## config.mk

```make
export PLATFORM = sky130hd
export DESIGN_NAME = fifo_arb_ctrl
export DESIGN_NICKNAME = d
export VERILOG_FILES = /design/src/rtl/fifo_arb_ctrl.sv
export SDC_FILE = /design/constraint.sdc
export NUM_CORES = 1
export LEC_CHECK = 0
export CORE_MARGIN = 4
export CORE_UTILIZATION = 40
export CTS_CLUSTER_DIAMETER = 30
export DETAILED_ROUTE_END_ITERATION = 16
export HOLD_SLACK_MARGIN = 0.06
export PLACE_DENSITY = 0.88
export SYNTH_ARGS = -nofsm -noshare
export SYNTH_HDL_FRONTEND = slang
export SYNTH_SLANG_ARGS = --single-unit
```

## constraint.sdc

```tcl
create_clock -name clk -period 2 [get_ports clk]
set_input_delay 0.2 -clock clk [delete_from_list [all_inputs] [get_ports clk]]
set_output_delay 0.2 -clock clk [all_outputs]
set_load 0.01 [all_outputs]
```

## src/rtl/fifo_arb_ctrl.sv

```systemverilog
// Read-side arbiter/controller between two upstream virtual-channel FIFOs and two
// destination FIFOs. Strict VC0-over-VC1 priority, destination chosen by the data MSB.
module fifo_arb_ctrl #(
   parameter int unsigned data_width = 6
) (
   input  logic                  clk,
   input  logic                  reset,
   input  logic                  init,
   input  logic [3:0]            umbral_D0_in,
   input  logic [3:0]            umbral_D1_in,
   input  logic                  vc0_empty,
   input  logic                  vc1_empty,
   input  logic [data_width-1:0] vc0_data,
   input  logic [data_width-1:0] vc1_data,
   input  logic                  d0_almost_full,
   input  logic                  d1_almost_full,
   input  logic [3:0]            error_in,
   output logic [4:0]            state,
   output logic                  fifo_init,
   output logic [3:0]            umbral_D0,
   output logic [3:0]            umbral_D1,
   output logic                  vc0_rd,
   output logic                  vc1_rd,
   output logic                  d0_wr,
   output logic                  d1_wr,
   output logic [data_width-1:0] data_out,
   output logic                  idle_out
);

   localparam int unsigned STATE_W = 5;

   typedef enum logic [STATE_W-1:0] {
      ST_RESET  = 5'b00001,
      ST_INIT   = 5'b00010,
      ST_IDLE   = 5'b00100,
      ST_ACTIVE = 5'b01000,
      ST_ERROR  = 5'b10000
   } state_t;

   state_t state_q;
   state_t state_d;
   logic   rd0_d;
   logic   rd1_d;
   logic   any_err;
   logic   in_flight;
   logic   rd_ok;

   assign any_err   = |error_in;
   assign in_flight = vc0_rd | vc1_rd;

   // Next-state and read-grant decode
   always_comb begin
      state_d = state_q;
      rd0_d   = 1'b0;
      rd1_d   = 1'b0;
      rd_ok   = 1'b0;
      case (state_q)
         ST_RESET: state_d = ST_INIT;
         ST_INIT:  state_d = init ? ST_INIT : ST_IDLE;
         ST_IDLE: begin
            if (any_err)                     state_d = ST_ERROR;
            else if (init)                   state_d = ST_INIT;
            else if (!vc0_empty || !vc1_empty) state_d = ST_ACTIVE;
         end
         ST_ACTIVE: begin
            if (any_err)                     state_d = ST_ERROR;
            else if (init)                   state_d = ST_INIT;
            else if (vc0_empty && vc1_empty && !in_flight) state_d = ST_IDLE;
         end
         ST_ERROR: if (init) state_d = ST_INIT;
         default:  state_d = ST_RESET;
      endcase
      // Reads only while staying in ACTIVE and neither destination is near full
      rd_ok = (state_q == ST_ACTIVE) && (state_d == ST_ACTIVE) &&
              !d0_almost_full && !d1_almost_full;
      rd0_d = rd_ok && !vc0_empty;
      rd1_d = rd_ok && vc0_empty && !vc1_empty;
   end

   // State, thresholds, read strobes and the write stage that trails each read
   always_ff @(posedge clk) begin
      if (reset) begin
         state_q   <= ST_RESET;
         fifo_init <= 1'b0;
         idle_out  <= 1'b0;
         umbral_D0 <= 4'd0;
         umbral_D1 <= 4'd0;
         vc0_rd    <= 1'b0;
         vc1_rd    <= 1'b0;
         d0_wr     <= 1'b0;
         d1_wr     <= 1'b0;
         data_out  <= '0;
      end else begin
         state_q   <= state_d;
         fifo_init <= (state_d == ST_IDLE) || (state_d == ST_ACTIVE) || (state_d == ST_ERROR);
         idle_out  <= (state_d == ST_IDLE);
         vc0_rd    <= rd0_d;
         vc1_rd    <= rd1_d;
         if (state_q == ST_INIT) begin
            umbral_D0 <= umbral_D0_in;
            umbral_D1 <= umbral_D1_in;
         end
         if (vc0_rd) begin
            data_out <= vc0_data;
            d1_wr    <= vc0_data[data_width-1];
            d0_wr    <= ~vc0_data[data_width-1];
         end else if (vc1_rd) begin
            data_out <= vc1_data;
            d1_wr    <= vc1_data[data_width-1];
            d0_wr    <= ~vc1_data[data_width-1];
         end else begin
            data_out <= '0;
            d1_wr    <= 1'b0;
            d0_wr    <= 1'b0;
         end
      end
   end

   assign state = state_q;

endmodule

```

==> run metrics <==
outcome completed; number of unique standard cell types used by synthesis 33; Final Routed Wirelength 2740 um; worst slew margin relative to its limit 0.619; worst-path maximum fanout 12; CP Cell Sequence clkdlybuf4s50_1; buffer and inverter count on the worst path 1; Worst Setup End Kind output port; Max Clk Rate 588 MHz; final count of hold timing violations 0; stage delay of the slowest cell on the critical path 620 ps; final cell utilization of the core 0.703; number of rows in the core area 17; Filler Cells Inserted 187; post-route setup TNS 0 ps; leakage power 0.000614 uW; crit path max-delay cell type sky130_fd_sc_hd__clkdlybuf4s50_1; clk_lat worst skew 300 ps; Final Max Slew Viols 0; post-synthesis sequential area ratio 0.478; largest voltage drop on the vdd net 0.449 mV; mean instance size in the synthesized netlist 9.57 um2; Tightest Pin Transition 570 ps; Die Wd 58.1 um; maximum number of pins on one net before global-route repair 14; largest buffer count on any clock path 2; top_reg_cell synth sky130_fd_sc_hd__dfxtp_1; I/O pin cnt 56; clock slew at reported path FFs 120 ps; Routed Antenna Nets 0; number of standard cells in the final layout excluding fillers 188; type of origin of the critical path flop; antenna diode count 0; global-route wire length before repair 4270 um; warning count from the yosys run 0; Die Height 58.1 um; detailed placer's ending HPWL 2200 um; number of global-route vias before repair 913; Mapped Area 1000 um2; core box area 2300 um2; Starting Density 0.437; power density of the placed cells 752 nW/um2; number of resized instances in the post-cts repair step 0; path type of the worst setup path flop to output port; synthesis-to-layout area growth 60.8%; crit share post-route 0.851; Post-synth EDFFs 0; number of vias per cell after detailed routing 5.34; worst setup skew after layout 0.973 ps; fin nets 192; Min-Delay Path Class input pin to flop; Period minus WS final 1700 ps; count of vias placed by the detailed router 1003; Setup violations, final 0; Req. time, crit path 1800 ps; ratio of cells with drive above 1 in the final layout 0.0625; mean routed wirelength per cell 14.6 um; number of setup buffers added after CTS 0; Die Footprint 3380 um2; max-cap violation count 0; DP Cell Count 184; total number of clock tree sinks 24; CTS tree built; CTS hold repair buffers 0; number of antenna violations at the first check in global routing 0; cells after synthesis 105; Remaining Overflow, GRT 0; number of remaining DRC errors 0; Syn Nets 136; arrival time at the worst endpoint 1500 ps; CTS HTree Levels 1; Root Buffer Master sky130_fd_sc_hd__clkbuf_4; violation count after the first detailed-route iteration 47; count of state elements after synthesis 24; setup repair after global routing missed its margin false; count of buffers from port buffering 55; family with the most delay on the worst path buffers and inverters; routability congestion estimate from global placement 0.841; number of clock buffers inserted by TritonCTS 3; Synth async-reset ratio 0; Total GRT Usage 0.162; length of the first detailed-routing pass in iterations 5
## placed cells by master, fill, tap and decap left out, types with 2 or more instances in the layout
cell type / instances
sky130_fd_sc_hd__a22oi_1: 7
sky130_fd_sc_hd__a21oi_1: 2
sky130_fd_sc_hd__o21ai_0: 3
sky130_fd_sc_hd__clkbuf_4: 3
sky130_fd_sc_hd__nor2_1: 23
sky130_fd_sc_hd__dfxtp_1: 24
sky130_fd_sc_hd__nand2b_1: 2
sky130_fd_sc_hd__nor4bb_1: 2
sky130_fd_sc_hd__nor3_1: 2
sky130_fd_sc_hd__nand4b_1: 2
sky130_fd_sc_hd__nand3b_1: 2
sky130_fd_sc_hd__nor2b_1: 3
sky130_fd_sc_hd__clkdlybuf4s50_1: 55
sky130_fd_sc_hd__nand3_1: 2
sky130_fd_sc_hd__buf_4: 3
sky130_fd_sc_hd__mux2i_1: 8
## routing by layer
metal / global-route usage / vias up / share of wire
met5: 0 / - / 0
met4: 0.0596 / 0 / 0.0099
met3: 0.0223 / 2 / 0.071
met2: 0.306 / 51 / 0.53
met1: 0.182 / 463 / 0.39
li1: - / 487 / -
## cell usage after synthesis, types with 2 or more instances
cell type | number | area, um2
sky130_fd_sc_hd__dfxtp_1 | 24 | 480
sky130_fd_sc_hd__nor2_1 | 23 | 86.3
sky130_fd_sc_hd__mux2i_1 | 8 | 80.1
sky130_fd_sc_hd__a22oi_1 | 7 | 52.6
sky130_fd_sc_hd__buf_2 | 3 | 15.0
sky130_fd_sc_hd__nor2b_1 | 3 | 18.8
sky130_fd_sc_hd__o21ai_0 | 3 | 15.0
sky130_fd_sc_hd__a21oi_1 | 2 | 10.0
sky130_fd_sc_hd__clkbuf_1 | 2 | 7.51
sky130_fd_sc_hd__nand2b_1 | 2 | 12.5
sky130_fd_sc_hd__nand3_1 | 2 | 10.0
sky130_fd_sc_hd__nand3b_1 | 2 | 15.0
sky130_fd_sc_hd__nand4b_1 | 2 | 17.5
sky130_fd_sc_hd__nor3_1 | 2 | 10.0
sky130_fd_sc_hd__nor4bb_1 | 2 | 20.0
## per-stage QoR
| stage | instance area [um2] | setup slack (ps) | hold WS [ps] | power (uW) |
|---|---|---|---|---|
| 2_1_floorplan | 1000 | 694 | 271 | 780 |
| 3_3_place_gp | 1580 | 307 | 477 | 963 |
| 3_5_place_dp | 1580 | 214 | 487 | 974 |
| 4_1_cts | 1620 | 290 | 469 | 1230 |
| 5_1_grt | 1620 | 194 | 476 | 1280 |
| 6_report | 1620 | 299 | 485 | 1210 |
## worst min-delay path: stages
cell and delay [ps]:
sky130_fd_sc_hd__clkdlybuf4s50_1 390, sky130_fd_sc_hd__mux2i_1 120, sky130_fd_sc_hd__nor2_1 50
## layout make-up
cell class	instances	area, um2	area share
Sequential cell	24	480	0.297
Tap cell	28	35.0	0.0217
Timing Repair Buffer	58	573	0.355
Clock buffer	4	36.3	0.0225
Multi-Input combinational cell	74	490	0.304
## kinds of logic after synthesis
family	synth area share
simple gates	0.289
flops	0.478
compound gates	0.111
mux	0.0797
buf+inv	0.0336
xor+xnor	0.00872
## flip-flops by register name, summed over array words and instances (netlist names)
signal     flops
umbral_D1      4
d1_wr          1
fifo_init      1
d0_wr          1
idle_out       1
umbral_D0      4
state          5
vc1_rd         1
data_out       5
vc0_rd         1
## where the power goes
part           internal [uW]  switching, uW  total [uW]
clock                    111            136         247
sequential               526           64.4         590
combinational            221            156         377
## path summary, 6_finish.rpt
kind	slack, ps	depth (start not counted)	to	start
setup reg to reg	400	4	state[2]	state[4]
hold / removal	480	3	umbral_D1[3]	umbral_D1_in[3]
hold reg to reg	510	2	umbral_D0[0]	umbral_D0[0]
setup / recovery	300	1	state[4]	state[4]
(Power assumes the default switching activity.)
